`src/rtl/csr_pkg.sv`:
```
// Shared CSR addresses, op encodings, bit indices and cause codes for the trap unit.
// Pure definitions; no timing or flow control.
package csr_pkg;

  localparam logic [11:0] CSR_MSTATUS  = 12'h300;
  localparam logic [11:0] CSR_MISA     = 12'h301;
  localparam logic [11:0] CSR_MIE      = 12'h304;
  localparam logic [11:0] CSR_MTVEC    = 12'h305;
  localparam logic [11:0] CSR_MSTATUSH = 12'h310;
  localparam logic [11:0] CSR_MSCRATCH = 12'h340;
  localparam logic [11:0] CSR_MEPC     = 12'h341;
  localparam logic [11:0] CSR_MCAUSE   = 12'h342;
  localparam logic [11:0] CSR_MTVAL    = 12'h343;
  localparam logic [11:0] CSR_MIP      = 12'h344;
  localparam logic [11:0] CSR_MCYCLE    = 12'hB00;
  localparam logic [11:0] CSR_MCYCLEH   = 12'hB80;
  localparam logic [11:0] CSR_MINSTRET  = 12'hB02;
  localparam logic [11:0] CSR_MINSTRETH = 12'hB82;
  localparam logic [11:0] CSR_CYCLE     = 12'hC00;
  localparam logic [11:0] CSR_CYCLEH    = 12'hC80;
  localparam logic [11:0] CSR_INSTRET   = 12'hC02;
  localparam logic [11:0] CSR_INSTRETH  = 12'hC82;

  typedef enum logic [1:0] {
    CSR_OP_NONE = 2'd0,
    CSR_OP_RW   = 2'd1,
    CSR_OP_RS   = 2'd2,
    CSR_OP_RC   = 2'd3
  } csr_op_e;

  localparam int MSTATUS_MIE  = 3;
  localparam int MSTATUS_MPIE = 7;
  localparam int MIP_MSIP = 3;
  localparam int MIP_MTIP = 7;
  localparam int MIP_MEIP = 11;

  localparam logic [31:0] MIE_MASK = 32'h0000_0888;

  localparam logic [4:0] IRQ_MSI = 5'd3;
  localparam logic [4:0] IRQ_MTI = 5'd7;
  localparam logic [4:0] IRQ_MEI = 5'd11;

  localparam logic [4:0] EXC_INSTR_MISALIGN = 5'd0;
  localparam logic [4:0] EXC_INSTR_FAULT    = 5'd1;
  localparam logic [4:0] EXC_ILLEGAL_INSTR  = 5'd2;
  localparam logic [4:0] EXC_BREAKPOINT     = 5'd3;
  localparam logic [4:0] EXC_LOAD_MISALIGN  = 5'd4;
  localparam logic [4:0] EXC_LOAD_FAULT     = 5'd5;
  localparam logic [4:0] EXC_STORE_MISALIGN = 5'd6;
  localparam logic [4:0] EXC_STORE_FAULT    = 5'd7;
  localparam logic [4:0] EXC_ECALL_M        = 5'd11;

  function automatic logic [31:0] csr_apply(input csr_op_e op, input logic [31:0] old_val,
                                            input logic [31:0] wdata);
    case (op)
      CSR_OP_RS: return old_val | wdata;
      CSR_OP_RC: return old_val & ~wdata;
      default:   return wdata;
    endcase
  endfunction

endpackage

```
`src/rtl/csr_counter64.sv`:
```
// 64-bit event counter with independent 32-bit half writes; a write suppresses that cycle's increment.
// Count visible one cycle after the increment/write; no backpressure.
module csr_counter64 (
  input  logic        i_clock,
  input  logic        i_reset_n,
  input  logic        i_inc,
  input  logic        i_wr_lo,
  input  logic        i_wr_hi,
  input  logic [31:0] i_wdata,
  output logic [63:0] o_count
);

  logic [63:0] r_count;

  always_ff @(posedge i_clock or negedge i_reset_n) begin
    if (!i_reset_n) begin
      r_count <= '0;
    end else if (i_wr_lo) begin
      r_count <= {r_count[63:32], i_wdata};
    end else if (i_wr_hi) begin
      r_count <= {i_wdata, r_count[31:0]};
    end else if (i_inc) begin
      r_count <= r_count + 64'd1;
    end
  end

  assign o_count = r_count;

endmodule

```
`src/rtl/csr_trap_unit.sv`:
```
// Machine-mode CSR file with trap entry, mret and interrupt arbitration; reads combinational, updates next edge.
// Optional counters (mcycle/minstret + user mirrors) enabled by defining CSR_COUNTERS_EN; no backpressure.
module csr_trap_unit
  import csr_pkg::*;
#(
  parameter logic [31:0] MISA_VAL    = 32'h4000_0100,
  parameter logic [31:0] MTVEC_RST   = 32'h0000_0000,
  parameter bit          VECTORED_EN = 1'b1
) (
  input  logic        i_clock,
  input  logic        i_reset_n,
  input  logic [11:0] i_csr_addr,
  input  logic [1:0]  i_csr_op,
  input  logic        i_csr_src_zero,
  input  logic [31:0] i_csr_wdata,
  output logic [31:0] o_csr_rdata,
  output logic        o_csr_illegal,
  input  logic        i_trap_valid,
  input  logic [4:0]  i_trap_cause,
  input  logic [31:0] i_trap_epc,
  input  logic [31:0] i_trap_tval,
  input  logic        i_irq_take,
  input  logic        i_mret_valid,
  input  logic        i_irq_meip,
  input  logic        i_irq_mtip,
  input  logic        i_irq_msip,
  output logic        o_irq_pending,
  output logic [4:0]  o_irq_cause,
  output logic [31:0] o_trap_pc,
  output logic [31:0] o_mret_pc,
  input  logic        i_instr_retire
);

  logic        r_mstatus_mie, r_mstatus_mpie;
  logic [31:0] r_mie, r_mip, r_mtvec, r_mscratch, r_mepc, r_mcause, r_mtval;

  csr_op_e     w_op;
  logic [31:0] w_rdata, w_wval, w_mstatus, w_irq_act, w_mip_next;
  logic        w_impl, w_ro, w_wr_intent, w_csr_we, w_trap, w_is_irq, w_vec;
  logic [4:0]  w_cause;

  assign w_op      = csr_op_e'(i_csr_op);
  assign w_mstatus = {19'b0, 2'b11, 3'b0, r_mstatus_mpie, 3'b0, r_mstatus_mie, 3'b0};

`ifdef CSR_COUNTERS_EN
  logic [63:0] w_mcycle, w_minstret;

  csr_counter64 u_mcycle (
    .i_clock   (i_clock),
    .i_reset_n (i_reset_n),
    .i_inc     (1'b1),
    .i_wr_lo   (w_csr_we && i_csr_addr == CSR_MCYCLE),
    .i_wr_hi   (w_csr_we && i_csr_addr == CSR_MCYCLEH),
    .i_wdata   (w_wval),
    .o_count   (w_mcycle)
  );

  csr_counter64 u_minstret (
    .i_clock   (i_clock),
    .i_reset_n (i_reset_n),
    .i_inc     (i_instr_retire),
    .i_wr_lo   (w_csr_we && i_csr_addr == CSR_MINSTRET),
    .i_wr_hi   (w_csr_we && i_csr_addr == CSR_MINSTRETH),
    .i_wdata   (w_wval),
    .o_count   (w_minstret)
  );
`else
  logic w_unused_retire;
  assign w_unused_retire = i_instr_retire;
`endif

  always_comb begin
    w_rdata = '0;
    w_impl  = 1'b1;
    w_ro    = 1'b0;
    case (i_csr_addr)
      CSR_MSTATUS:  w_rdata = w_mstatus;
      CSR_MISA:     begin w_rdata = MISA_VAL; w_ro = 1'b1; end
      CSR_MIE:      w_rdata = r_mie;
      CSR_MTVEC:    w_rdata = r_mtvec;
      CSR_MSTATUSH: w_rdata = '0;
      CSR_MSCRATCH: w_rdata = r_mscratch;
      CSR_MEPC:     w_rdata = r_mepc;
      CSR_MCAUSE:   w_rdata = r_mcause;
      CSR_MTVAL:    w_rdata = r_mtval;
      CSR_MIP:      begin w_rdata = r_mip; w_ro = 1'b1; end
`ifdef CSR_COUNTERS_EN
      CSR_MCYCLE:    w_rdata = w_mcycle[31:0];
      CSR_MCYCLEH:   w_rdata = w_mcycle[63:32];
      CSR_MINSTRET:  w_rdata = w_minstret[31:0];
      CSR_MINSTRETH: w_rdata = w_minstret[63:32];
      CSR_CYCLE:     begin w_rdata = w_mcycle[31:0];     w_ro = 1'b1; end
      CSR_CYCLEH:    begin w_rdata = w_mcycle[63:32];    w_ro = 1'b1; end
      CSR_INSTRET:   begin w_rdata = w_minstret[31:0];   w_ro = 1'b1; end
      CSR_INSTRETH:  begin w_rdata = w_minstret[63:32];  w_ro = 1'b1; end
`endif
      default:      w_impl = 1'b0;
    endcase
  end

  // RS/RC from x0 are pure reads, so they are legal even on read-only CSRs.
  assign w_wr_intent   = (w_op == CSR_OP_RW) ||
                         ((w_op == CSR_OP_RS || w_op == CSR_OP_RC) && !i_csr_src_zero);
  assign o_csr_illegal = (w_op != CSR_OP_NONE) && (!w_impl || (w_ro && w_wr_intent));
  assign w_trap        = i_trap_valid || i_irq_take;
  assign w_csr_we      = w_wr_intent && !o_csr_illegal && !w_trap && !i_mret_valid;
  assign w_wval        = csr_apply(w_op, w_rdata, i_csr_wdata);
  assign o_csr_rdata   = w_rdata;

  assign w_irq_act     = r_mie & r_mip;
  assign o_irq_pending = r_mstatus_mie && (w_irq_act != '0);
  always_comb begin
    o_irq_cause = '0;
    if (w_irq_act[MIP_MEIP])      o_irq_cause = IRQ_MEI;
    else if (w_irq_act[MIP_MSIP]) o_irq_cause = IRQ_MSI;
    else if (w_irq_act[MIP_MTIP]) o_irq_cause = IRQ_MTI;
  end

  // A synchronous exception outranks an interrupt accepted in the same cycle.
  assign w_is_irq  = i_irq_take && !i_trap_valid;
  assign w_cause   = w_is_irq ? o_irq_cause : i_trap_cause;
  assign w_vec     = VECTORED_EN && r_mtvec[0] && w_is_irq;
  assign o_trap_pc = {r_mtvec[31:2], 2'b00} + (w_vec ? {25'b0, w_cause, 2'b00} : 32'd0);
  assign o_mret_pc = r_mepc;

  always_comb begin
    w_mip_next = '0;
    w_mip_next[MIP_MEIP] = i_irq_meip;
    w_mip_next[MIP_MTIP] = i_irq_mtip;
    w_mip_next[MIP_MSIP] = i_irq_msip;
  end

  always_ff @(posedge i_clock or negedge i_reset_n) begin
    if (!i_reset_n) begin
      r_mstatus_mie  <= 1'b0;
      r_mstatus_mpie <= 1'b0;
      r_mie          <= '0;
      r_mip          <= '0;
      r_mtvec        <= MTVEC_RST;
      r_mscratch     <= '0;
      r_mepc         <= '0;
      r_mcause       <= '0;
      r_mtval        <= '0;
    end else begin
      r_mip <= w_mip_next;
      if (w_trap) begin
        r_mepc         <= i_trap_epc & 32'hFFFF_FFFC;
        r_mcause       <= {w_is_irq, 26'b0, w_cause};
        r_mtval        <= w_is_irq ? 32'd0 : i_trap_tval;
        r_mstatus_mpie <= r_mstatus_mie;
        r_mstatus_mie  <= 1'b0;
      end else if (i_mret_valid) begin
        r_mstatus_mie  <= r_mstatus_mpie;
        r_mstatus_mpie <= 1'b1;
      end else if (w_csr_we) begin
        case (i_csr_addr)
          CSR_MSTATUS: begin
            r_mstatus_mie  <= w_wval[MSTATUS_MIE];
            r_mstatus_mpie <= w_wval[MSTATUS_MPIE];
          end
          CSR_MIE:      r_mie      <= w_wval & MIE_MASK;
          CSR_MTVEC:    r_mtvec    <= {w_wval[31:2], 1'b0, VECTORED_EN ? w_wval[0] : 1'b0};
          CSR_MSCRATCH: r_mscratch <= w_wval;
          CSR_MEPC:     r_mepc     <= w_wval & 32'hFFFF_FFFC;
          CSR_MCAUSE:   r_mcause   <= w_wval;
          CSR_MTVAL:    r_mtval    <= w_wval;
          default: ;
        endcase
      end
    end
  end

endmodule

```
`config.mk`:
```
export PLATFORM = sky130hd
export DESIGN_NAME = csr_trap_unit
export DESIGN_NICKNAME = d
export VERILOG_FILES = /design/src/rtl/csr_pkg.sv /design/src/rtl/csr_counter64.sv /design/src/rtl/csr_trap_unit.sv
export SDC_FILE = /design/constraint.sdc
export NUM_CORES = 1
export LEC_CHECK = 0
export BUFFER_PORTS_ARGS = -buffer_cell sky130_fd_sc_hd__buf_2
export CORE_MARGIN = 2
export CORE_UTILIZATION = 45
export DETAILED_ROUTE_END_ITERATION = 10
export PLACE_DENSITY_LB_ADDON = 0.15
export SLEW_MARGIN = 15
export SYNTH_ARGS = -nofsm -noshare
export SYNTH_HDL_FRONTEND = slang
export SYNTH_SLANG_ARGS = --single-unit
export TNS_END_PERCENT = 30
```
`constraint.sdc`:
```
create_clock -name i_clock -period 3.5 [get_ports i_clock]
set_clock_uncertainty 0.2 [all_clocks]
set_input_delay 0.35 -clock i_clock [delete_from_list [all_inputs] [get_ports i_clock]]
set_output_delay 0.35 -clock i_clock [all_outputs]
set_load 0.05 [all_outputs]
```
# Word level (Yosys, flattened, before mapping)
# Cells that the tools add are included.
classes:
  n_eq_ne: 14
  bitwise_logic: 6
  n_shift: 0
  muxes: 30
  div_mod_pow: 0
  mul: 0
  n_lt_le_gt_ge: 0
  reduce_logical: 36
  addsub: 1
op_table:
  columns: ["cell", "count"]
  rows:
  - ["$mux 32", 13]
  - ["$pmux 32 s9", 1]
  - ["$eq 12x10->1 const B", 10]
  - ["$pmux 32 s2", 1]
  - ["$add 32x7->32", 1]
  - ["$and 32x32->32", 1]
  - ["$not 32->32", 1]
  - ["$or 32x32->32", 1]
  - ["$reduce_bool 32->1", 1]
  - ["$and 12x12->12", 1]
  - ["$reduce_and 4->1", 3]
  - ["$mux 1", 10]
  - ["$reduce_bool 2->1", 5]
  - ["$reduce_or 10->1", 1]
  - ["$logic_and 1x1->1", 9]
  - ["$reduce_and 3->1", 3]
  - ["$mux 7", 1]
  - ["$logic_not 1->1", 6]
  - ["$mux 3", 2]
  - ["$reduce_bool 3->1", 2]
  - ["$mux 5", 1]
  - ["$eq 2x2->1 const B", 2]
  - ["$logic_or 1x1->1", 4]
  - ["$mux 4", 1]
  - ["other kinds (5)", 6]
word_totals:
  reg_bits: 167
  in_bits: 125
  latchBits: 0
  word_cells: 96
  memories: 0
  mem_bits_ro: 0
  ram_bits: 0
  output_inout_bits: 103

# Depth between registers and ports, before layout
depth:
  depth_word: 14
  ltp_mapped: 13
  ltp_nobuf: 12

# Least setup slack after synthesis
# OpenSTA, ideal clock, no wires.
synth_timing:
  path_kind: "register to output"
  startpoint: "register r_mie[11]"
  endpoint: "output port o_trap_pc[18]"
  path_slack_ns: -0.535
  required_ns: 2.950
  path_stages_with_launch: 14
  arrival_time_ns: 3.485
  n_path_buf: 1
  cell_sequence: "dfrtp_1 -> a22oi_1 -> nand2_1 -> nand3_1 -> inv_1 -> ha_1 -> inv_1 -> fa_1 -> nor2b_1 -> o21ai_0 -> a21oi_1 -> clkbuf_1 -> o2111ai_1 -> xnor2_1"
synth_via:
  elab_chain_cells: 5
synth_rtl:
  columns: ["element", "line_no", "source"]
  rows:
  - ["start, declared", "csr_trap_unit.sv:35", "logic [31:0] r_mie, r_mip, r_mtvec, r_mscratch, r_mepc, r_mcause, r_mtval;"]
  - ["start signal, assigned", "csr_trap_unit.sv:161", "CSR_MIE: r_mie <= w_wval & MIE_MASK;"]
  - ["$and 12x12->12", "csr_trap_unit.sv:110", "assign w_irq_act = r_mie & r_mip;"]
  - ["$mux 4", "csr_trap_unit.sv:114", "if (w_irq_act[MIP_MEIP]) o_irq_cause = IRQ_MEI;"]
  - ["net o_irq_cause[0]", "csr_trap_unit.sv:28", "output logic [4:0] o_irq_cause,"]
  - ["$mux 5", "csr_trap_unit.sv:121", "assign w_cause = w_is_irq ? o_irq_cause : i_trap_cause;"]
  - ["$mux 7", "csr_trap_unit.sv:123", "assign o_trap_pc = {r_mtvec[31:2], 2'b00} + (w_vec ? {25'b0, w_cause, 2'b00} : 32'd0);"]
  - ["$add 32x7->32", "csr_trap_unit.sv:123", null]
  - ["end, declared", "csr_trap_unit.sv:29", "output logic [31:0] o_trap_pc,"]
# The timed path passes the listed nets, and every way through them passes these cells.

# Worst setup path in the final report
layout_timing:
  startpoint: "register r_mip[3]"
  endpoint: "output port o_trap_pc[24]"
layout_via:
  elab_chain_cells: 6
layout_rtl:
  columns: ["element", "line_no", "source"]
  rows:
  - ["start, declared", "csr_trap_unit.sv:35", null]
  - ["start signal, assigned", "csr_trap_unit.sv:145", "r_mip <= w_mip_next;"]
  - ["$and 12x12->12", "csr_trap_unit.sv:110", null]
  - ["$mux 3", "csr_trap_unit.sv:115", "else if (w_irq_act[MIP_MSIP]) o_irq_cause = IRQ_MSI;"]
  - ["$mux 4", "csr_trap_unit.sv:114", null]
  - ["$mux 5", "csr_trap_unit.sv:121", null]
  - ["$mux 7", "csr_trap_unit.sv:123", null]
  - ["$add 32x7->32", "csr_trap_unit.sv:123", null]
# No other way between the ends.

==> impl_metrics.tcl <==
set metrics [dict create \
    root_buffer "clkbuf_16" \
    drv_slew 0 \
    start_kind "flip-flop" \
    grt_max_degree 77 \
    rrSetupSlack_ns 1.11 \
    postSynthAreaPerCell_um2 8.84 \
    seq_area_um2 4130 \
    holdWs_ns 0.0173 \
    place_inst 1642 \
    power.static_leakage_uw 0.00597 \
    cts_tree "done" \
    power_density_nw_per_um2 361 \
    grt_antenna_before_repair 1 \
    synth-async-reset-ratio 1.00 \
    port_buffers 219 \
    ys_seq_area_frac 0.406 \
    post_synth_inst_count 1151 \
    max_cap_violations 0 \
    hold_class "in -> reg" \
    yosysWarnings 0 \
    critical_path_required_ns 2.95 \
    drive_above_1_share 0.298 \
    avgRoutedWirePerCell_um 21.6 \
    max_clock_freq_mhz 291 \
    start_util 0.453 \
    synth-simple-area-share 0.177 \
    grt-ovfl-total 0 \
    die_area_um2 23800 \
    setup_violations 0 \
    place_congestion 1.04 \
    synth_area_leader_cell "dfrtp_1" \
    hold_viol 0 \
    synthMuxAreaShare 0.0795 \
    fill_cells 2031 \
    synth_compound_area_frac 0.237 \
    cts_htree_levels 4 \
    rsz0062_at_grt "yes" \
    timing.setup.tns_ns 0 \
    fin_cells 1714 \
    fin_crit_ns 3.44 \
    yosys.area_share.adder 0.00812 \
    synth_top_family_by_area "compound AO/OA/AOI/OAI gates" \
    cts_buffers 17 \
    drt_pass1_iterations 5 \
    arrival_ns 2.89 \
    pin_count 228 \
    clkTransAtPathRegs_ns 0.07 \
    area_delta_synth_final_pct 31.5 \
    drtIter0Drc 920 \
    detail_route.drc_violations 0 \
    die_w_um 154 \
    clock_latency_ns 0.44 \
    fp.dieH_um 154 \
    drt-vias-per-instance 6.00 \
    slew_headroom 0.474 \
    synth_edf_count 0 \
    dp_hpwl_mm 27.2 \
    crit_path_end_kind "output port" \
    status "complete, no violations" \
    num_rows 55 \
    num_vias 10300 \
    synth_area_leaders "dfrtp_1, nor2_1, mux2i_1" \
    synth_commonest_cells "dfrtp_1, nor2_1, a21oi_1" \
    core_area_um2 22400 \
    multiInputGateArea_um2 5760 \
    ys_seq_elements 165 \
    grt.total_usage 0.310 \
    crit_fanout 6 \
    synth_most_common_cell "dfrtp_1" \
    criticalPathCategory "reg -> out" \
    netlist_area_um2 10200 \
    yosysUniqueCellTypes 69 \
    routed_wl_mm 37.0 \
    tightestPinTransition_ns 0.785 \
    synth_xor_area_frac 0.0241 \
    clock_path_buffers 2 \
    finalNetCount 1546 \
    finalCritPeriodShare 0.982 \
    grt_pass1_wl_mm 57.0 \
    ant_nets 0 \
    ir_worst_vdd_uv 341 \
    clkSinkCount 165 \
    synth_top_flop_cell "dfrtp_1" \
    grt_pass1_vias 9825 \
    yosysTopAreaCellShare 0.406 \
]
==> critical path: stages, from the launching register on <==
cell and delay (ns):
dfrtp_1 0.40, buf_6 0.12, a22o_1 0.25, nor3_2 0.20, buf_4 0.15, ha_4 0.19, nor2b_4 0.13, o21ai_4 0.21
a21oi_4 0.13, o2111ai_1 0.22, buf_4 0.17, xnor2_4 0.11, buf_6 0.17
==> cell type report <==
class / count / area share
timing repair buffer: 341 / 0.169
clock inverter: 13 / 0.0127
sequential: 165 / 0.309
inverter: 67 / 0.0188
clock buffer: 19 / 0.0331
antenna: 1 / 0.000187
tap: 285 / 0.0267
multi-input combinational: 823 / 0.431
==> layer usage <==
layer  GRT usage  wire, um  up-vias
met5           0         0        -
met4      0.0913       811        0
met3      0.0681      2970       45
met2       0.468     16200      459
met1       0.449     17000     5005
li1            -         -     4769
==> cell usage in the layout, fill, tap and decap left out, types with 9 or more instances in the layout <==
master / instances
inv_1: 64
nand3_1: 62
mux2_2: 32
dfrtp_1: 165
a32oi_1: 34
clkbuf_16: 17
nand2_1: 47
buf_2: 199
o21ai_0: 47
xnor2_2: 13
a31oi_1: 39
o2111ai_1: 9
nor2_1: 103
o22ai_1: 29
o211ai_1: 19
buf_6: 11
a21oi_1: 73
nor3_1: 11
a211oi_1: 25
buf_4: 88
dlygate4sd3_1: 35
mux2i_1: 38
and2_1: 47
a22oi_1: 33
==> power by group <==
| group | internal [uW] | leakage, uW | switching (uW) |
|---|---|---|---|
| clock network | 1150 | 0.000303 | 842 |
| logic | 276 | 0.00368 | 517 |
| registers | 1980 | 0.00199 | 60.7 |
| total | 3410 | 0.00597 | 1420 |
==> path summary, 6_finish.rpt <==
kind                                 start        endpoint  cells past startpoint
hold / removal             i_trap_cause[1]     r_mcause[1]                      3
max in group asynchronous        i_reset_n  r_mscratch[30]                      3
setup reg to reg               r_mtval[10]   o_mret_pc[10]                      5
setup / recovery                  r_mip[3]   o_trap_pc[24]                     12
hold reg to reg              r_mscratch[1]   r_mscratch[1]                      1
min in group asynchronous        i_reset_n    r_mcause[11]                      2
==> metrics by stage <==
| step | area (um2) | utilization | power (uW) | worst slack [ns] |
|---|---|---|---|---|
| 2_1_floorplan | 10400 | - | 2480 | -0.0444 |
| 3_3_place_gp | 12200 | 0.543 | 2810 | -0.257 |
| 3_5_place_dp | 12200 | 0.543 | 2820 | -0.339 |
| 4_1_cts | 13300 | 0.592 | 4820 | 0.000592 |
| 5_1_grt | 13400 | 0.596 | 4990 | -0.0613 |
| 6_report | 13400 | 0.596 | 4830 | 0.0617 |
==> cell families (layout without fill, tap and decap cells) <==
group,after synthesis,in the layout
AO/OA/AOI/OAI,361,362
XOR/XNOR,28,28
adder cells (fa/ha/maj),6,6
buffers and inverters,169,440
flip-flops,165,165
multiplexers,73,73
other,1,7
AND/OR/NAND/NOR,348,348
==> registers in the layout, indices dropped and copies added, names as in the netlist <==
| signal | count |
|---|---|
| r_mcause | 32 |
| r_mscratch | 32 |
| r_mtval | 32 |
| r_mtvec | 31 |
| o_mret_pc | 30 |
| r_mie | 3 |
| r_mip | 3 |
| r_mstatus_mie | 1 |
| r_mstatus_mpie | 1 |
==> what timing repair did <==
action,in CTS,in global routing
endpoints found under the setup margin,24,25
pin swaps,5,9
endpoints found under the hold margin,107,1
resized for setup,37,15
cloned,1,0
buffers inserted,2,2
hold buffers,34,1
(Power assumes the default switching activity.)
